[src/rtl/game_ctrl.sv]
// Frame-level game sequencer: derives a per-frame tick from vblank and runs
// the TITLE/PLAY/DEAD/OVER machine with lives, score and wave level.
module game_ctrl #(
  parameter int LIVES_INIT     = 3,
  parameter int PTS_PER_HIT    = 10,
  parameter int SCORE_MAX      = 9999,
  parameter int RESPAWN_FRAMES = 120,
  parameter int OVER_FRAMES    = 240,
  parameter int LEVEL_MAX      = 7
) (
  input  logic        pclk,
  input  logic        rst,
  input  logic        vblnk_in,
  input  logic        start_button,
  input  logic        hit_enemy,
  input  logic        hit_player,
  input  logic        wave_clear,
  output logic        frame_tick,
  output logic [1:0]  game_state,
  output logic        ship_en,
  output logic        enemy_en,
  output logic [1:0]  lives,
  output logic [13:0] score,
  output logic [2:0]  level
);

  localparam int FMAX = (RESPAWN_FRAMES > OVER_FRAMES) ? RESPAWN_FRAMES : OVER_FRAMES;
  localparam int CW   = ($clog2(FMAX) > 8) ? $clog2(FMAX) : 8;

  typedef enum logic [1:0] {TITLE = 2'd0, PLAY = 2'd1, DEAD = 2'd2, OVER = 2'd3} state_t;

  state_t        state, state_nx;
  logic          vblnk_d, start_d, start_press;
  logic [CW-1:0] cnt, cnt_nx;
  logic [1:0]    lives_nx;
  logic [13:0]   score_nx;
  logic [2:0]    level_nx;
  logic [14:0]   score_sum;

  assign start_press = start_button & ~start_d;
  assign game_state  = state;
  // One extra bit so the sum cannot wrap before the clamp.
  assign score_sum   = {1'b0, score} + 15'(PTS_PER_HIT);

  always_comb begin
    state_nx = state;
    cnt_nx   = cnt;
    lives_nx = lives;
    score_nx = score;
    level_nx = level;
    case (state)
      TITLE: begin
        if (start_press) begin
          state_nx = PLAY;
          lives_nx = 2'(LIVES_INIT);
          score_nx = '0;
          level_nx = '0;
          cnt_nx   = '0;
        end
      end
      PLAY: begin
        if (hit_enemy)
          score_nx = (score_sum > 15'(SCORE_MAX)) ? 14'(SCORE_MAX) : score_sum[13:0];
        if (wave_clear && level < 3'(LEVEL_MAX))
          level_nx = level + 3'd1;
        if (hit_player) begin
          cnt_nx = '0;
          if (lives > 2'd1) begin
            lives_nx = lives - 2'd1;
            state_nx = DEAD;
          end else begin
            lives_nx = '0;
            state_nx = OVER;
          end
        end
      end
      DEAD: begin
        if (frame_tick) begin
          if (cnt == CW'(RESPAWN_FRAMES - 1)) begin
            state_nx = PLAY;
            cnt_nx   = '0;
          end else begin
            cnt_nx = cnt + 1'b1;
          end
        end
      end
      OVER: begin
        if (frame_tick) begin
          if (cnt == CW'(OVER_FRAMES - 1)) begin
            state_nx = TITLE;
            cnt_nx   = '0;
          end else begin
            cnt_nx = cnt + 1'b1;
          end
        end
      end
      default: state_nx = TITLE;
    endcase
  end

  // Enables come from the next state so they flip on the same edge as game_state.
  always_ff @(posedge pclk) begin
    if (rst) begin
      state      <= TITLE;
      cnt        <= '0;
      lives      <= '0;
      score      <= '0;
      level      <= '0;
      vblnk_d    <= 1'b0;
      start_d    <= 1'b0;
      frame_tick <= 1'b0;
      ship_en    <= 1'b0;
      enemy_en   <= 1'b0;
    end else begin
      state      <= state_nx;
      cnt        <= cnt_nx;
      lives      <= lives_nx;
      score      <= score_nx;
      level      <= level_nx;
      vblnk_d    <= vblnk_in;
      start_d    <= start_button;
      frame_tick <= vblnk_in & ~vblnk_d;
      ship_en    <= (state_nx == PLAY);
      enemy_en   <= (state_nx == PLAY) || (state_nx == DEAD);
    end
  end

endmodule

[config.mk]
export PLATFORM = sky130hd
export DESIGN_NAME = game_ctrl
export DESIGN_NICKNAME = d
export VERILOG_FILES = /design/src/rtl/game_ctrl.sv
export SDC_FILE = /design/constraint.sdc
export NUM_CORES = 1
export LEC_CHECK = 0
export CORE_MARGIN = 10
export CORE_UTILIZATION = 40
export CTS_CLUSTER_DIAMETER = 120
export CTS_CLUSTER_SIZE = 12
export DETAILED_ROUTE_END_ITERATION = 12
export PLACE_DENSITY_LB_ADDON = 0.05
export SLEW_MARGIN = 20
export SYNTH_ARGS = -nofsm -noshare
export SYNTH_HDL_FRONTEND = slang
export SYNTH_SLANG_ARGS = --single-unit
[constraint.sdc]
create_clock -name pclk -period 5.4 [get_ports pclk]
set_input_delay 1.62 -clock pclk [delete_from_list [all_inputs] [get_ports pclk]]
set_output_delay 1.62 -clock pclk [all_outputs]
set_load 0.005 [all_outputs]
### Word level (Yosys, flattened, before mapping)

Index checks and enable logic that the tools add are counted.

| cells by class | value |
|---|---|
| add/subtract/negate cells | 4 |
| magnitude comparators | 3 |
| reduce and logical (&&, ||, !) cells | 8 |
| muxes and demuxes | 26 |
| $mul | 0 |
| bitwise operators | 4 |
| equality and inequality tests | 13 |
| shifts and indexed selects | 0 |
| div/mod/pow operators | 0 |

Operator list:

| kind | number |
|---|---|
| $mux W8 | 6 |
| $mux W14 | 3 |
| $pmux W8 S4 | 1 |
| $pmux W14 S2 | 1 |
| $mux W2 | 9 |
| $add A14 B4 Y15 const B | 1 |
| $gt A15 B14 Y1 const B | 1 |
| $ne A2 B2 Y1 const B | 6 |
| $reduce_and A3 Y1 | 3 |
| $add A8 B1 Y8 const B | 1 |
| $eq A8 B7 Y1 const B | 1 |
| $eq A8 B8 Y1 const B | 1 |
| $pmux W2 S4 | 1 |
| $eq A2 B2 Y1 const B | 3 |
| $mux W3 | 2 |
| $pmux W3 S2 | 1 |
| $eq A2 B1 Y1 const B | 2 |
| $pmux W2 S2 | 1 |
| $reduce_and A4 Y1 | 1 |
| $add A3 B1 Y3 const B | 1 |
| $lt A3 B3 Y1 const B | 1 |
| $and A1 B1 Y1 | 2 |
| $gt A2 B1 Y1 const B | 1 |
| $logic_not A2 Y1 | 1 |
| 6 further kinds | 7 |

| word-level totals | value |
|---|---|
| ROM bits | 0 |
| memories kept | 0 |
| input port bits | 7 |
| bits in writable memories | 0 |
| output and inout port bits | 24 |
| bits in registers | 34 |
| latch bits | 0 |
| word-level logic and storage cells | 68 |

### Depth between registers and ports, before layout

Gate-level depths: netlist (run 1).

| logic depth | value |
|---|---|
| depth after elaboration | 6 |
| mapped depth | 9 |

### Least setup slack after synthesis (run 1)

OpenSTA, ideal clock, no wires.

| path | value |
|---|---|
| path kind | input-to-reg |
| start point | input start_button |
| end point | register score[5] |
| arrival time | 2.785 ns |
| path slack | 2.487 ns |
| cell stages on the path | 6 |
| setup time | 0.128 ns |
| cell sequence | nand2b_1 > nor3_1 > nor2_1 > clkbuf_1 > a22oi_1 > nor2_1 |

| between the ends | value |
|---|---|
| word-level cells in the longest chain between the ends | 3 |

RTL lines:

| item | line | text |
|---|---|---|
| from (decl) | 14 | `input logic start_button,` |
| $and A1 B1 Y1 | 40 | `assign start_press = start_button & ~start_d;` |
| $ne A2 B2 Y1 (no source line) | -- |  |
| $reduce_and A3 Y1 (no source line) | -- |  |
| to (signal assigned) | 118 | `score <= score_nx;` |
| to (decl) | 23 | `output logic [13:0] score,` |

Every way passes these cells.
A chain may end at the register's enable or synchronous reset.

### Final worst setup path (run 1)

| path | value |
|---|---|
| start point | input start_button |
| end point | register score[3] |

Same word-level chain as after synthesis.

==> results of run 1 <==
-- cell type report --
class | count | area [sq um]
Multi-Input combinational cell | 178 | 1110
Clock inverter | 1 | 5.00
Clock buffer | 7 | 86.3
Tap cell | 52 | 65.1
Inverter | 3 | 11.3
Fill cell | 442 | 2160
Timing Repair Buffer | 30 | 295
Sequential cell | 34 | 681
-- cell families after synthesis --
| kind of cell | share of synthesized area |
|---|---|
| and+or+nand+nor | 0.297 |
| AOI/OAI and AO/OA | 0.181 |
| DFF | 0.367 |
| buffers and inverters | 0.0357 |
| xor gates and xnor gates | 0.0614 |
| adders and majority gates | 0.0337 |
| muxes | 0.0243 |
-- metrics by stage --
step	util	area [sq um]	cells	hold WS [ns]
CTS	0.511	2260	305	0.402
floorplan	-	1860	227	0.367
global placement	0.491	2170	297	0.374
detailed placement	0.491	2170	297	0.374
finish	0.511	2250	305	0.400
global route	0.511	2250	305	0.406
-- sequential cells by signal (all words and copies together) (netlist names) --
register    flops
lives           2
start_d         1
game_state      2
ship_en         1
frame_tick      1
score          14
enemy_en        1
cnt             8
level           3
vblnk_d         1
-- power groups by stage --
stage	registers [uW]	logic [uW]	clock network (uW)
CTS	272	76.8	205
detailed placement	278	76.0	0
finish	272	75.6	199
global placement	278	76.2	0
global route	274	86.4	217
floorplan	273	48.8	0
-- path summary, 6_finish.rpt --
kind / from / slack [ns] / end
hold / removal: vblnk_d$_SDFF_PP0_ / 0.40 / frame_tick$_SDFF_PP0_
setup / recovery: start_button / 1.91 / score[3]$_SDFFE_PP0P_
hold reg to reg: vblnk_d$_SDFF_PP0_ / 0.40 / frame_tick$_SDFF_PP0_
setup reg to reg: score[1]$_SDFFE_PP0P_ / 2.79 / score[0]$_SDFFE_PP0P_
-- placed cells by master, fill, tap and decap left out, types with 2 or more instances in the layout --
cell                              count
sky130_fd_sc_hd__a31oi_1              5
sky130_fd_sc_hd__and3_1               3
sky130_fd_sc_hd__o211a_1              2
sky130_fd_sc_hd__ha_1                 5
sky130_fd_sc_hd__nor2b_1              9
sky130_fd_sc_hd__a211oi_1             2
sky130_fd_sc_hd__inv_1                3
sky130_fd_sc_hd__o211ai_1             2
sky130_fd_sc_hd__a22oi_1              4
sky130_fd_sc_hd__a21o_1               3
sky130_fd_sc_hd__nand2_1             23
sky130_fd_sc_hd__o2111ai_1            2
sky130_fd_sc_hd__xor2_1               7
sky130_fd_sc_hd__or4_1                2
sky130_fd_sc_hd__nor3_1               6
sky130_fd_sc_hd__and3b_1              2
sky130_fd_sc_hd__a21oi_1             15
sky130_fd_sc_hd__nor3b_1              3
sky130_fd_sc_hd__dfxtp_1             34
sky130_fd_sc_hd__clkdlybuf4s50_1     29
sky130_fd_sc_hd__nor2_1              26
sky130_fd_sc_hd__and4_1               3
sky130_fd_sc_hd__nand3_1             10
sky130_fd_sc_hd__nand3b_1             3
sky130_fd_sc_hd__mux2i_1              3
sky130_fd_sc_hd__xnor2_1              6
sky130_fd_sc_hd__nand4b_1             2
sky130_fd_sc_hd__and2_1               2
sky130_fd_sc_hd__o21ai_0             10
sky130_fd_sc_hd__nand2b_1             3
sky130_fd_sc_hd__clkbuf_8             6
-- per-layer routing --
metal  GRT usage  vias to the layer above  wire length (um)
met5           0                        -                 0
met4      0.0385                        0                51
met3      0.0446                        4               320
met2       0.187                       33              1980
met1       0.165                      752              2200
li1            -                      865                 -
==> results.cfg, run 1 <==
[placement]
hpwl_um = 3140
finalWeightedCongestion = 0.765
portBuffers = 30
place_worst_setup_slack_ns = 1.43

[synth]
post_synth_inst_count = 227
ys_types = 47
synth.yosys.seq_area_share = 0.367
synth-edff-count = 0
postSynth.asyncResetShare = 0
netlist.area_leader.share = 0.367
synth_nets = 239
ys_seq_elements = 34
synth_top_cells_by_area = sky130_fd_sc_hd__dfxtp_1 37%, sky130_fd_sc_hd__nor2_1 5.5%, sky130_fd_sc_hd__nand2_1 4.7%, sky130_fd_sc_hd__a21oi_1 4.0%, sky130_fd_sc_hd__ha_1 3.4%
post_synthesis_cell_area_sq_mm = 0.00186
most_common_flop_cell_mapped_by_yosys = sky130_fd_sc_hd__dfxtp_1
post-synth-top-count-cell = sky130_fd_sc_hd__dfxtp_1
synth_common_cells = 34 x sky130_fd_sc_hd__dfxtp_1, 27 x sky130_fd_sc_hd__nor2_1, 23 x sky130_fd_sc_hd__nand2_1
ys_warn_count = 0
most_area_hungry_cell_type_in_the_yosys_netlist = sky130_fd_sc_hd__dfxtp_1
postSynthAreaPerCell_sq_um = 8.17

[floorplanning]
core_area_sq_mm = 0.00441
die_area_sq_mm = 0.00776
rows = 24
die_w_um = 88.1
io_pins = 31
die_h_um = 88.1
starting_utilization_of_the_core_area = 0.420

[critical_path]
setup.worst_path.class = input pin to register
worst-r2r-cell-count = 8
cp.buffers_inverters = 1
crit_path_start_kind = input pin
critical_path_cell_count = 7
crit_path_end_kind = register
worstPathCellList = clkdlybuf4s50_1, nand2b_1, nor3_1, nor2_2, a21o_1, a2bb2oi_1, a21oi_1
crit_fanout = 17
max_incr_delay_on_cp_ns = 0.67
timing.critical_path.max_delay_family = simple AND/OR/NAND/NOR gates
timing.critical_path.arrival_ns = 3.64
cpMaxStageDelayCell = sky130_fd_sc_hd__nor3_1
critPathRequiredTime_ns = 5.55

[global_routing]
total_congestion_overflow = 0
grt_util_all_layers = 0.125
grt_antenna_before_repair = 0
grt_first_pass_wirelength_um = 7920
grt_pass1_vias = 1594
grt_max_degree = 30

[cells_and_area]
post_route_cells_drive_above_1_share = 0.0553
n_antenna_cell = 0
final_net_count = 264
layout-area-overhead-vs-synth_pct = 21.5

[cts]
cts-buffers-inserted = 5
clk_path_buf_depth = 2
cts-resized-gates = 0
level_count_of_the_clock_h_tree = 2
clkSlewWorstSetupHoldPaths_ns = 0.07
clock-root-buffer = sky130_fd_sc_hd__clkbuf_8
clk-insertion-delay-late_ns = 0.29
cts_tree = built
numClockSinks = 34
cts_setup_buffers = 0
ctsHoldBuffers = 0

[sta]
totalNegativeSetupSlack_ns = 0
worst_slew_margin_relative_to_its_limit = 0.419
hold_viol = 0
slew_violations = 0
setup_slack_after_layout_ns = 1.91
tightestPinTransition_ns = 0.864
final-setup-viol-count = 0
period_needed_ns = 3.49
fin_skew_ns = 0.00709
grt_setup_unrepaired = no
final_min_period_over_clock_period = 0.646
maxClockFrequency_mhz = 287

[routing]
detailroute.via_count = 1654
avgViaCountPerCell = 5.42
drt_drc = 0
drt_first_pass_iters = 4
route.detailed.wl_per_inst_um = 14.9
first_iter_violations = 102
drt-total-wl_um = 4550
antenna_violating_nets_post_route = 0

[power_and_ir_drop]
ratio_of_total_power_to_cell_area_mw_per_mm2 = 243
switching_share = 0.271
totalPowerFinal_uw = 547
internal_power_uw = 398
power_frac_comb = 0.138
portion_of_total_power_attributed_to_sequential_cells = 0.497
p_leak_uw = 0.000829
power.clock.fraction = 0.364
ir_worst_vdd_mv = 0.171
power.switching_uw = 148

[job]
maxCapViolations = 0

[outcome]
status = finished, final reports clean

[worst_hold_path]
whs_path_depth = 1
worstHoldPathType = register to register
Note: power is estimated with default switching activity, not from simulation.
==> run 2: changes to the inputs <==
==> constraint.sdc (replaced) <==
create_clock -name pclk -period 3.15 [get_ports pclk]
set_input_delay 0.945 -clock pclk [delete_from_list [all_inputs] [get_ports pclk]]
set_output_delay 0.945 -clock pclk [all_outputs]
set_load 0.005 [all_outputs]
==> run 2 against run 1 <==
Compared with the run above: final cell count is 2.0% higher; clock power up 74%; final area grew 2.3%; sequential share of layout area decreased by 0.67 points; worst setup slack got worse by 1.3 ns; largest cell class unchanged; largest power group unchanged.
==> results.cfg, run 2 (synthesized netlist as in run 1, its figures left out) <==
[outcome]
status = finished, final reports clean

[cells_and_area]
n_antenna_cell = 0
reg.largest.list = score: 14 flops, cnt: 8 flops, level: 3 flops
finalCoreUtilization = 0.522
mostFrequentLayoutCells = 34 x sky130_fd_sc_hd__dfxtp_1, 30 x sky130_fd_sc_hd__clkdlybuf4s50_1, 27 x sky130_fd_sc_hd__nor2_1
final.fill_count = 459
area_taken_by_flip_flops_and_latches_sq_um = 681
post_route_cells_drive_above_1_share = 0.0734
mostFrequentLayoutCell = sky130_fd_sc_hd__dfxtp_1
layout-area-overhead-vs-synth_pct = 24.3
multi_input_area_sq_mm = 0.00111
final_net_count = 270
largest-register = score
flip_flop_count_of_the_largest_register_all_copies_and_words_added = 14
stdcell_area_sq_mm = 0.00231

[cts]
level_count_of_the_clock_h_tree = 2
cts_setup_buffers = 0
clkSlewWorstSetupHoldPaths_ns = 0.07
clock-root-buffer = sky130_fd_sc_hd__clkbuf_8
numClockSinks = 34
ctsHoldBuffers = 0
clk_path_buf_depth = 2
cts_tree = built
cts-resized-gates = 0
cts-buffers-inserted = 5
clk-insertion-delay-late_ns = 0.29

[critical_path]
regToRegStartpoint = score[1]$_SDFFE_PP0P_
cpMaxStageDelayCell = sky130_fd_sc_hd__dfxtp_1
crit_path_end_kind = register
worst-r2r-cell-count = 8
crit_path_start_kind = register
max_incr_delay_on_cp_ns = 0.50
setup.worst_path.class = register to register
regToRegEndpoint = score[10]$_SDFFE_PP0P_
timing.critical_path.arrival_ns = 2.71
timing.reg2reg.setup_slack_ns = 0.61
crit_fanout = 9
worstPathCellList = ha_1, or2_1, nand4_2, mux2_4, o211a_1, nor3b_1, nand2b_1, a31oi_1
critPathRequiredTime_ns = 3.32

[routing]
drt_first_pass_iters = 4
first_iter_violations = 106
drt_drc = 0
detailroute.via_count = 1672
avgViaCountPerCell = 5.38
antenna_violating_nets_post_route = 0
route.detailed.wl_per_inst_um = 14.6
drt-total-wl_um = 4530

[placement]
dpl-instance-area_sq_mm = 0.00221
finalWeightedCongestion = 0.809
portBuffers = 30
place_worst_setup_slack_ns = 0.445
hpwl_um = 3220

[sta]
final-setup-viol-count = 0
totalNegativeSetupSlack_ns = 0
final_min_period_over_clock_period = 0.806
slew_violations = 0
maxClockFrequency_mhz = 394
tightestPinTransition_ns = 0.570
fin_skew_ns = 0.00393
worst_slew_margin_relative_to_its_limit = 0.609
setup_slack_after_layout_ns = 0.612
grt_setup_unrepaired = no
hold_viol = 0
period_needed_ns = 2.54

[floorplanning]
core_area_sq_mm = 0.00441
die_h_um = 88.1
rows = 24
io_pins = 31
die_w_um = 88.1
die_area_sq_mm = 0.00776
starting_utilization_of_the_core_area = 0.420

[job]
maxCapViolations = 0

[worst_hold_path]
worstHoldPathType = register to register
worst_hold_path.endpoint = frame_tick$_SDFF_PP0_
worstHoldStart = vblnk_d$_SDFF_PP0_
whs_path_depth = 1

[global_routing]
grt_pass1_vias = 1577
grt_first_pass_wirelength_um = 7330
grt_max_degree = 14
total_congestion_overflow = 0
grt_util_all_layers = 0.118
grt_antenna_before_repair = 0

[power_and_ir_drop]
ratio_of_total_power_to_cell_area_mw_per_mm2 = 413
ir_worst_vdd_mv = 0.240
p_leak_uw = 0.000857
run 2: routing by layer:
| layer | global-route usage | vias up | share of wire |
|---|---|---|---|
| met5 | 0 | - | 0 |
| met4 | 0.0428 | 0 | 0.013 |
| met3 | 0.0501 | 6 | 0.072 |
| met2 | 0.187 | 33 | 0.45 |
| met1 | 0.139 | 760 | 0.47 |
| li1 | - | 873 | - |
run 2: metrics by stage:
stage / power (uW) / cells / hold slack [ns]
5_1_grt: 998 / 311 / 0.407
6_report: 952 / 311 / 0.394
3_3_place_gp: 615 / 303 / 0.381
4_1_cts: 964 / 311 / 0.393
3_5_place_dp: 615 / 303 / 0.379
2_1_floorplan: 552 / 227 / 0.367
run 2: layout make-up:
cell class,instances,area share
clock inverters,2,0.00543
clock buffers,6,0.0358
well taps,52,0.0282
flip-flops and latches,34,0.295
inverters,3,0.00488
multi-input cells,178,0.481
repair buffers,36,0.150
run 2: how the worst max path moves through the flow:
stage | start | endpoint | slack (ns)
5_1_grt | score[1]$_SDFFE_PP0P_ | score[10]$_SDFFE_PP0P_ | 0.47
2_1_floorplan | start_button | score[5]$_SDFFE_PP0P_ | 0.91
3_3_place_gp | start_button | cnt[7]$_SDFFE_PP0P_ | 0.48
6_report | score[1]$_SDFFE_PP0P_ | score[10]$_SDFFE_PP0P_ | 0.61
3_5_place_dp | start_button | cnt[7]$_SDFFE_PP0P_ | 0.44
4_1_cts | score[1]$_SDFFE_PP0P_ | score[10]$_SDFFE_PP0P_ | 0.63
run 2: worst max-delay path, delay by kind of cell (launching register included):
family | cells | cell delay, ns
DFF | 1 | 0.50
and+or+nand+nor | 4 | 0.95
adders and majority gates | 1 | 0.36
AOI/OAI and AO/OA | 2 | 0.27
muxes | 1 | 0.34
run 2: where the power goes:
part | total, uW | internal [uW] | switching (uW)
clock network | 346 | 176 | 170
logic | 139 | 68.3 | 70.7
registers | 467 | 446 | 21.1
